### src/rtl/pin_sampler.sv
// pin_sampler: front end of the sample-collection path.
//
// Synchronises the external pins, keeps a sticky edge flag per channel,
// runs a prescaled 14-bit timestamp and presents a registered sample word
// {level, edge, timestamp} for the channel on channel_select. Configured
// and observed over the EBI bus.
//
// Ports:
//   clk, rst        system clock, synchronous active-high reset
//   pins            asynchronous external pin levels
//   channel_select  channel whose sample is presented
//   output_sample   one-cycle strobe: selected channel consumed, clear its flag
//   addr            EBI address; unit matches when addr[18:8] == POSITION
//   ebi_data_in     EBI write data
//   ebi_data_out    EBI read data (registered, holds between reads)
//   cs, re, wr      EBI chip select, read, write strobes
//   sample_data     {level, edge_flag, timestamp[13:0]} for selected channel
//
// Register map (addr[7:0]):
//   0 CONTROL   : bit0 enable (r/w), bit1 clear timestamp+prescaler (write only)
//   1 PRESCALE  : 16-bit prescale value (r/w)
//   2 TIMESTAMP : {2'b0, timestamp} (read only)
//   3 EDGES     : edge flags, zero-extended (read only)
module pin_sampler #(
    parameter int POSITION     = 243,
    parameter int NUM_CHANNELS = 16
) (
    input  logic                    clk,
    input  logic                    rst,
    input  logic [NUM_CHANNELS-1:0] pins,
    input  logic [7:0]              channel_select,
    input  logic                    output_sample,
    input  logic [18:0]             addr,
    input  logic [15:0]             ebi_data_in,
    output logic [15:0]             ebi_data_out,
    input  logic                    cs,
    input  logic                    re,
    input  logic                    wr,
    output logic [15:0]             sample_data
);

    localparam logic [10:0] UNIT = 11'(POSITION);

    logic [NUM_CHANNELS-1:0] s1_q, s2_q, s3_q;
    logic [NUM_CHANNELS-1:0] edge_now;
    logic [NUM_CHANNELS-1:0] clr_hit;
    logic [NUM_CHANNELS-1:0] edge_flag_q, edge_flag_d;
    logic                    enable_q, enable_d;
    logic [15:0]             prescale_q, prescale_d;
    logic [15:0]             pcnt_q, pcnt_d;
    logic [13:0]             timestamp_q, timestamp_d;
    logic [15:0]             sample_q, sample_d;
    logic [15:0]             rdata_q, rdata_d;
    logic [15:0]             flags_ext;
    logic                    sel_level, sel_flag, sel_valid;
    logic                    unit_hit, wr_hit, rd_hit;

    assign unit_hit = cs && (addr[18:8] == UNIT);
    assign wr_hit   = unit_hit && wr;
    assign rd_hit   = unit_hit && re;

    assign edge_now = s2_q ^ s3_q;

    // A fresh edge in the same cycle as the consume strobe must not be lost,
    // so the set term dominates the clear term.
    generate
        for (genvar gi = 0; gi < NUM_CHANNELS; gi++) begin : g_flag
            assign clr_hit[gi]     = output_sample && (channel_select == 8'(gi));
            assign edge_flag_d[gi] = edge_now[gi] | (edge_flag_q[gi] & ~clr_hit[gi]);
        end
    endgenerate

    // Prescaler / timestamp and configuration writes. The clear bit is applied
    // after the tick logic so that it overrides a same-cycle increment.
    always_comb begin
        enable_d    = enable_q;
        prescale_d  = prescale_q;
        pcnt_d      = pcnt_q;
        timestamp_d = timestamp_q;
        if (enable_q) begin
            if (pcnt_q == prescale_q) begin
                pcnt_d      = 16'd0;
                timestamp_d = timestamp_q + 14'd1;
            end else begin
                // Plain 16-bit wrap: a PRESCALE written below pcnt is reached
                // only after the counter rolls over.
                pcnt_d = pcnt_q + 16'd1;
            end
        end
        if (wr_hit) begin
            case (addr[7:0])
                8'd0: begin
                    enable_d = ebi_data_in[0];
                    if (ebi_data_in[1]) begin
                        pcnt_d      = 16'd0;
                        timestamp_d = 14'd0;
                    end
                end
                8'd1:    prescale_d = ebi_data_in;
                default: ;
            endcase
        end
    end

    // Channel mux; out-of-range selections yield zero level/flag.
    always_comb begin
        sel_level = 1'b0;
        sel_flag  = 1'b0;
        sel_valid = 1'b0;
        for (int i = 0; i < NUM_CHANNELS; i++) begin
            if (channel_select == 8'(i)) begin
                sel_level = s2_q[i];
                sel_flag  = edge_flag_q[i];
                sel_valid = 1'b1;
            end
        end
        sample_d = sel_valid ? {sel_level, sel_flag, timestamp_q}
                             : {2'b00, timestamp_q};
    end

    always_comb begin
        flags_ext                   = '0;
        flags_ext[NUM_CHANNELS-1:0] = edge_flag_q;
    end

    // Reads see pre-edge register values, so a same-cycle write returns old data.
    always_comb begin
        rdata_d = rdata_q;
        if (rd_hit) begin
            case (addr[7:0])
                8'd0:    rdata_d = {15'd0, enable_q};
                8'd1:    rdata_d = prescale_q;
                8'd2:    rdata_d = {2'b00, timestamp_q};
                8'd3:    rdata_d = flags_ext;
                default: rdata_d = 16'h0000;
            endcase
        end
    end

    always_ff @(posedge clk) begin
        if (rst) begin
            s1_q        <= '0;
            s2_q        <= '0;
            s3_q        <= '0;
            edge_flag_q <= '0;
            enable_q    <= 1'b0;
            prescale_q  <= 16'd0;
            pcnt_q      <= 16'd0;
            timestamp_q <= 14'd0;
            sample_q    <= 16'h0000;
            rdata_q     <= 16'h0000;
        end else begin
            s1_q        <= pins;
            s2_q        <= s1_q;
            s3_q        <= s2_q;
            edge_flag_q <= edge_flag_d;
            enable_q    <= enable_d;
            prescale_q  <= prescale_d;
            pcnt_q      <= pcnt_d;
            timestamp_q <= timestamp_d;
            sample_q    <= sample_d;
            rdata_q     <= rdata_d;
        end
    end

    assign sample_data  = sample_q;
    assign ebi_data_out = rdata_q;

endmodule

### config.mk
export PLATFORM = sky130hd
export DESIGN_NAME = pin_sampler
export DESIGN_NICKNAME = d
export VERILOG_FILES = /design/src/rtl/pin_sampler.sv
export SDC_FILE = /design/constraint.sdc
export NUM_CORES = 1
export LEC_CHECK = 0
export ABC_AREA = 1
export CAP_MARGIN = 20
export CORE_UTILIZATION = 50
export CTS_CLUSTER_SIZE = 12
export DETAILED_ROUTE_END_ITERATION = 7
export GPL_ROUTABILITY_DRIVEN = 1
export PLACE_DENSITY = 0.78
export SLEW_MARGIN = 0
export SYNTH_ARGS = -nofsm -noshare
export SYNTH_HDL_FRONTEND = slang
export SYNTH_SLANG_ARGS = --single-unit
### constraint.sdc
create_clock -name clk -period 2.15 [get_ports clk]
set_input_delay 0.43 -clock clk [delete_from_list [all_inputs] [get_ports clk]]
set_output_delay 0.43 -clock clk [all_outputs]
set_load 0.02 [all_outputs]
==> out/results.ini, run 1 <==
[logic_synthesis]
synth-edff-count = 0
syn_area_um2 = 6140
ys_ff_latch = 143
netlist.area_leader.share_pct = 46.6
synth_area_leader_cell = dfxtp_1
postSynthCellCount = 809
synthFlopType = dfxtp_1
async_reset_ff_share_pct = 0
synth_warnings = 0
yosysUniqueCellTypes = 41
ys_seq_area_share_pct = 46.6
synth.avg_cell_area_um2 = 7.59
synth_nets = 876
synthTopCellsByArea = dfxtp_1, nor2_1, nand2_1
synth_most_common_cell = nor2_1
ys_top_cells_by_count = nor2_1, dfxtp_1, nand2_1

[grt]
grt_pass1_wl_um = 23700
track_usage_pct = 23.9
grt_max_degree = 86
grt_overflow = 0
antenna_found_initial = 0
grt_pass1_vias = 5106

[clock_network]
cts_buffers = 17
h-tree-depth = 4
cts_tree = done
root_buffer = clkbuf_16
ctsHoldBuffers = 0
postCtsSetupRepairBufs = 0
cts.sinks = 143
insertion_delay_ns = 0.42
cts_resized = 0
cts_max_path_buffers = 2
clk_pin_slew_ns = 0.06

[timing]
min_period_ns = 1.91
fin_crit_sh_pct = 88.8
rsz0062_at_grt = false
final_max_slew_viol_count = 0
hold_viol_final = 0
tightest_slew_ns = 0.407
finClkSkew_ns = 0.00617
setup_viol = 0
setup_tns_ns = 0
maxSlewHeadroom_pct = 72.6
clock.fmax_ghz = 0.524

[layout]
nNetsFinal = 1000
nFillCells = 988
final_area_um2 = 8040
syn_to_final_growth_pct = 31.0
layoutNonFillerInstCount = 1093
final_util_pct = 67.0
drive_gt1_share_pct = 10.6
diodes = 0

[drt]
wire_per_inst_um = 13.3
viasPerCell = 5.03
drt_first_iter_violations = 316
drc_errors = 0
vias = 5493
routed_wl_um = 14500
dr.pass1.iters = 4
drtAntennaViolNets = 0

[critical_path]
cp-start-kind = input port
crit_arrival_ns = 2.21
critPathCaptureType = flip-flop
cp_data_required_time_ns = 2.45
critPathMaxFanout = 13
critical_path_class = in -> reg

[run_status]
run_status = finished, final reports clean

[placed_design]
post-place-cells = 1061
hpwl_um = 10800
routabilityCongestion = 0.958
port-buffer-count = 96
placement.cell_area_um2 = 7440

[floorplan]
die_w_um = 113
die_area_um2 = 12700
initial_utilization_pct = 51.1
fp-row-count = 40
coreArea_um2 = 12000
die_y_um = 113
ioPinCount = 97

[min_path]
hold_class = in -> reg

[pwr]
p_leak_nw = 3.16
powerDensity_nw_per_um2 = 755
peakVddDrop_mv = 0.622

[flow_run]
drv_cap = 0

==> layout by cell type (no fill, tap or decap), types with 3 or more instances in the layout <==
cell type        instances
nor2_1                 144
dfxtp_1                143
nand2_1                133
inv_1                  112
clkdlybuf4s50_1         95
a21oi_1                 53
o21ai_0                 33
buf_4                   30
xnor2_1                 28
nand4_1                 22
nand3_1                 20
nor3_1                  19
clkbuf_16               17
xor2_1                  16
nor2_2                   6
inv_6                    6
a211oi_1                 5
inv_2                    4
nor4_1                   4
o211ai_1                 4
nor4_4                   3
nor3b_1                  3
nor3_2                   3
nand2_4                  3
nand2_2                  3
o211ai_2                 3
o221ai_1                 3
inv_8                    3
==> path summary, 6_finish.rpt <==
check                           depth (start not counted)            startpoint                    end  slack, ns
worst max-delay path                                   10              addr[14]   pcnt_q[5]$_SDFF_PP0_       0.24
worst min-delay path                                    2                   rst    s3_q[15]$_SDFF_PP0_       0.38
worst max register to register                          8  pcnt_q[0]$_SDFF_PP0_  pcnt_q[12]$_SDFF_PP0_       0.26
worst min register to register                          2    s1_q[6]$_SDFF_PP0_     s2_q[6]$_SDFF_PP0_       0.40
==> per-layer routing <==
layer | vias up | global-route usage [%] | wire [µm]
met1 | 2501 | 28.9 | 6380
li1 | 2810 | - | -
met3 | 33 | 5.95 | 735
met2 | 149 | 39.9 | 6890
met4 | 0 | 11.5 | 497
met5 | - | 0 | 0
==> cells by family after synthesis <==
logic type	after synthesis	share of synthesized area [%]
xor+xnor	44	6.28
compound gates	108	10.0
fa+ha+maj	2	0.407
flops	143	46.6
buf+inv	141	9.03
simple gates	371	27.6
==> registers in the layout, summed over array words and instances (netlist names) <==
signal,count
ebi_data_out,16
s2_q,16
pcnt_q,16
sample_data,16
s3_q,16
s1_q,16
edge_flag_q,16
prescale_q,16
timestamp_q,14
enable_q,1
==> area by class of cell <==
class / count / area, µm² / area share, %
Inverter: 118 / 445 / 5.54
Timing Repair Buffer: 128 / 1220 / 15.2
Multi-Input combinational cell: 525 / 2720 / 33.9
Clock buffer: 18 / 439 / 5.46
Clock inverter: 14 / 168 / 2.08
Sequential cell: 143 / 2860 / 35.6
Tap cell: 147 / 184 / 2.29
==> metrics by stage <==
stage               total power, mW  setup slack [ns]  hold slack (ns)
finish                         6.07             0.242            0.377
global route                   6.27             0.107            0.376
CTS                            6.11             0.262            0.357
detailed placement             3.12            -0.171            0.392
global placement               3.11            -0.112            0.388
floorplan                      2.94             0.418            0.388
==> worst max-delay path: stages <==
cell             delay, ns
clkdlybuf4s50_1       0.47
nand2_1               0.06
nor3b_1               0.25
nand3_1               0.11
nor2_1                0.22
nand2_1               0.13
o21ai_2               0.16
inv_2                 0.06
nand2_2               0.22
nor3b_1               0.09
==> where the power goes <==
part           leakage, nW  switching [mW]  internal, mW
sequential            1.16          0.0397          2.71
clock                0.298            1.23          1.78
combinational         1.70           0.142         0.171
No activity file was read; power rests on OpenSTA's default activity.
==> run 2, diff against run 1 <==
- SKIP_CTS_REPAIR_TIMING: unset -> 1
==> results of run 2 <==
Same layout as run 1: the final DEF is identical, and so are final timing and power.
==> run 3, diff against run 2 <==
- PLACE_DENSITY: 0.78 -> 0.83
- clock period: 2.15 -> 2.06 ns (I/O delays scaled with it)
==> run 3 against run 2 <==
  * Cell area up 1.1%
  * Worst setup slack got worse by 0.073 ns
  * First-iteration DRC count is 41% higher
  * Critical path type unchanged
  * Clock power barely moved
  * Core utilization increased by 0.71 points
  * Non-clock buffer count rose by 15
  * Wire length is 4.9% higher
  * Sequential share of layout area shrank 0.37 points
==> out/results.ini, run 3 (synthesized netlist as in run 1, its figures left out) <==
[critical_path]
critical_path.max_stage_delay_ns = 0.48  ; was 0.47 ns
crit_buf_inv = 2  ; unchanged
timing.rr.end = timestamp_q[7]$_SDFF_PP0_  ; was pcnt_q[12]$_SDFF_PP0_
cp_data_required_time_ns = 2.37  ; was 2.45 ns
critPathMaxFanout = 13  ; unchanged
crit_slowest_cell = clkdlybuf4s50_1  ; unchanged
crit_arrival_ns = 2.20  ; was 2.21 ns
critPathCaptureType = flip-flop  ; unchanged
rrSetupSlack_ns = 0.19  ; was 0.26 ns
critical_path_class = in -> reg  ; unchanged
cp_top_family = simple AND/OR/NAND/NOR gates  ; unchanged
cp-start-kind = input port  ; unchanged
reg2reg_from = prescale_q[15]$_SDFFE_PP0P_  ; was pcnt_q[0]$_SDFF_PP0_
cp.depth = 10  ; unchanged
path_cells = clkdlybuf4s50_1 > nand2_1 > nor3b_1 > nand3_1 > nor2_1 > nand2_1 > o21ai_2 > inv_2 > nand2_2 > nor2_1  ; was clkdlybuf4s50_1 > nand2_1 > nor3b_1 > nand3_1 > nor2_1 > nand2_1 > o21ai_2 > inv_2 > nand2_2 > nor3b_1
worstRegToRegCells = 10  ; was 8

[drt]
wire_per_inst_um = 13.7  ; was 13.3 µm
dr.pass1.iters = 5  ; was 4
vias = 5642  ; was 5,493
drt_first_iter_violations = 445  ; was 316
viasPerCell = 5.09  ; was 5.03
drtAntennaViolNets = 0  ; unchanged
drc_errors = 0  ; unchanged
routed_wl_um = 15200  ; was 14,500 µm

[floorplan]
ioPinCount = 97  ; unchanged
die_area_um2 = 12700  ; unchanged
die_y_um = 113  ; unchanged
initial_utilization_pct = 51.1  ; unchanged
die_w_um = 113  ; unchanged
fp-row-count = 40  ; unchanged
coreArea_um2 = 12000  ; unchanged

[flow_run]
drv_cap = 0  ; unchanged

[placed_design]
hpwl_um = 11100  ; was 10,800 µm
routabilityCongestion = 0.917  ; was 0.958
placement.cell_area_um2 = 7540  ; was 7440 µm²
port-buffer-count = 96  ; unchanged

[layout]
drive_gt1_share_pct = 11.8  ; was 10.6%
nFillCells = 961  ; was 988
final_area_um2 = 8130  ; was 8040 µm²
final_common_cell = nor2_1  ; unchanged
syn_to_final_growth_pct = 32.4  ; was 31.0%
final_util_pct = 67.7  ; was 67.0%
diodes = 0  ; unchanged
final_cell_mix = nor2_1, dfxtp_1, nand2_1  ; unchanged
nNetsFinal = 1015  ; was 1,000

[timing]
rsz0062_at_grt = false  ; unchanged
tightest_slew_ns = 0.409  ; was 0.407 ns
hold_viol_final = 0  ; unchanged
final_max_slew_viol_count = 0  ; unchanged
setup_tns_ns = 0  ; unchanged
fin_crit_sh_pct = 91.8
maxSlewHeadroom_pct = 72.5  ; was 72.6%
clock.fmax_ghz = 0.529
finClkSkew_ns = 0.00592  ; was 0.00617 ns
min_period_ns = 1.89
setup_viol = 0  ; unchanged

[grt]
grt_overflow = 0  ; unchanged
grt_pass1_vias = 5434  ; was 5,106
track_usage_pct = 25.5  ; was 23.9%
antenna_found_initial = 0  ; unchanged
grt-busiest-layer = met2  ; unchanged
grt_use_met3_pct = 7.07  ; was 5.95%
grt_max_degree = 83  ; was 86
grt_util_met2_pct = 43.3  ; was 39.9%
grt_pass1_wl_um = 25000  ; was 23,700 µm
use_met1_pct = 28.7  ; was 28.9%

[clock_network]
cts_tree = done  ; unchanged
h-tree-depth = 4  ; unchanged
root_buffer = clkbuf_16  ; unchanged
clk_pin_slew_ns = 0.06  ; about the same
cts_buffers = 17  ; unchanged
cts_max_path_buffers = 2  ; unchanged
insertion_delay_ns = 0.43  ; was 0.42 ns
cts.sinks = 143  ; unchanged

[run_status]
run_status = finished, final reports clean  ; unchanged

[min_path]
hold_end = s2_q[14]$_SDFF_PP0_  ; was s3_q[15]$_SDFF_PP0_
holdCritStartpoint = s1_q[14]$_SDFF_PP0_  ; was rst
whs_path_depth = 2  ; unchanged
hold_class = reg -> reg  ; was in -> reg

[pwr]
power_mw = 6.24  ; was 6.07 mW
peakVddDrop_mv = 0.625  ; was 0.622 mV
powerDensity_nw_per_um2 = 767  ; was 755 nW/µm²
p_leak_nw = 3.22  ; was 3.16 nW

## run 3: cell type report
| cell class | count | area (µm²) | area share [%] |
|---|---|---|---|
| sequential | 143 | 2860 | 35.2 |
| timing repair buffer | 143 | 1320 | 16.3 |
| clock inverter | 11 | 131 | 1.62 |
| inverter | 118 | 445 | 5.48 |
| clock buffer | 21 | 460 | 5.66 |
| tap | 147 | 184 | 2.26 |
| multi-input combinational | 525 | 2720 | 33.5 |
## run 3: per-stage QoR
stage	hold WS, ns	setup WS (ns)	std cells
2_1_floorplan	0.388	0.346	809
3_3_place_gp	0.389	-0.204	1076
3_5_place_dp	0.394	-0.255	1076
4_1_cts	0.402	0.200	1108
5_1_grt	0.416	0.0425	1108
6_report	0.401	0.169	1108
## run 3: how the worst max path moves through the flow
stage                 startpoint                    endpoint  slack [ns]
6_report                addr[13]       pcnt_q[13]$_SDFF_PP0_        0.17
5_1_grt        channel_select[7]  sample_data[14]$_SDFF_PP0_        0.04
4_1_cts                 addr[12]       pcnt_q[13]$_SDFF_PP0_        0.20
3_5_place_dp            addr[12]       pcnt_q[13]$_SDFF_PP0_       -0.25
3_3_place_gp            addr[14]        pcnt_q[5]$_SDFF_PP0_       -0.20
2_1_floorplan            addr[3]       pcnt_q[11]$_SDFF_PP0_        0.35
## run 3: where the power goes
group | internal (mW) | leakage (nW) | switching, mW
clock network | 1.85 | 0.280 | 1.18
registers | 2.83 | 1.16 | 0.0400
logic | 0.184 | 1.77 | 0.152
total | 4.86 | 3.22 | 1.37
## run 3: metal layers
layer / wire length, µm / up-vias
met5: 0 / -
li1: - / 2842
met3: 927 / 44
met2: 7310 / 194
met4: 636 / 0
met1: 6330 / 2562
## run 3: worst reg2reg max path, delay by kind of cell (launching register included)
kind          cells  cell delay (ns)
xor+xnor          2             0.41
flops             1             0.36
simple gates      8             0.98
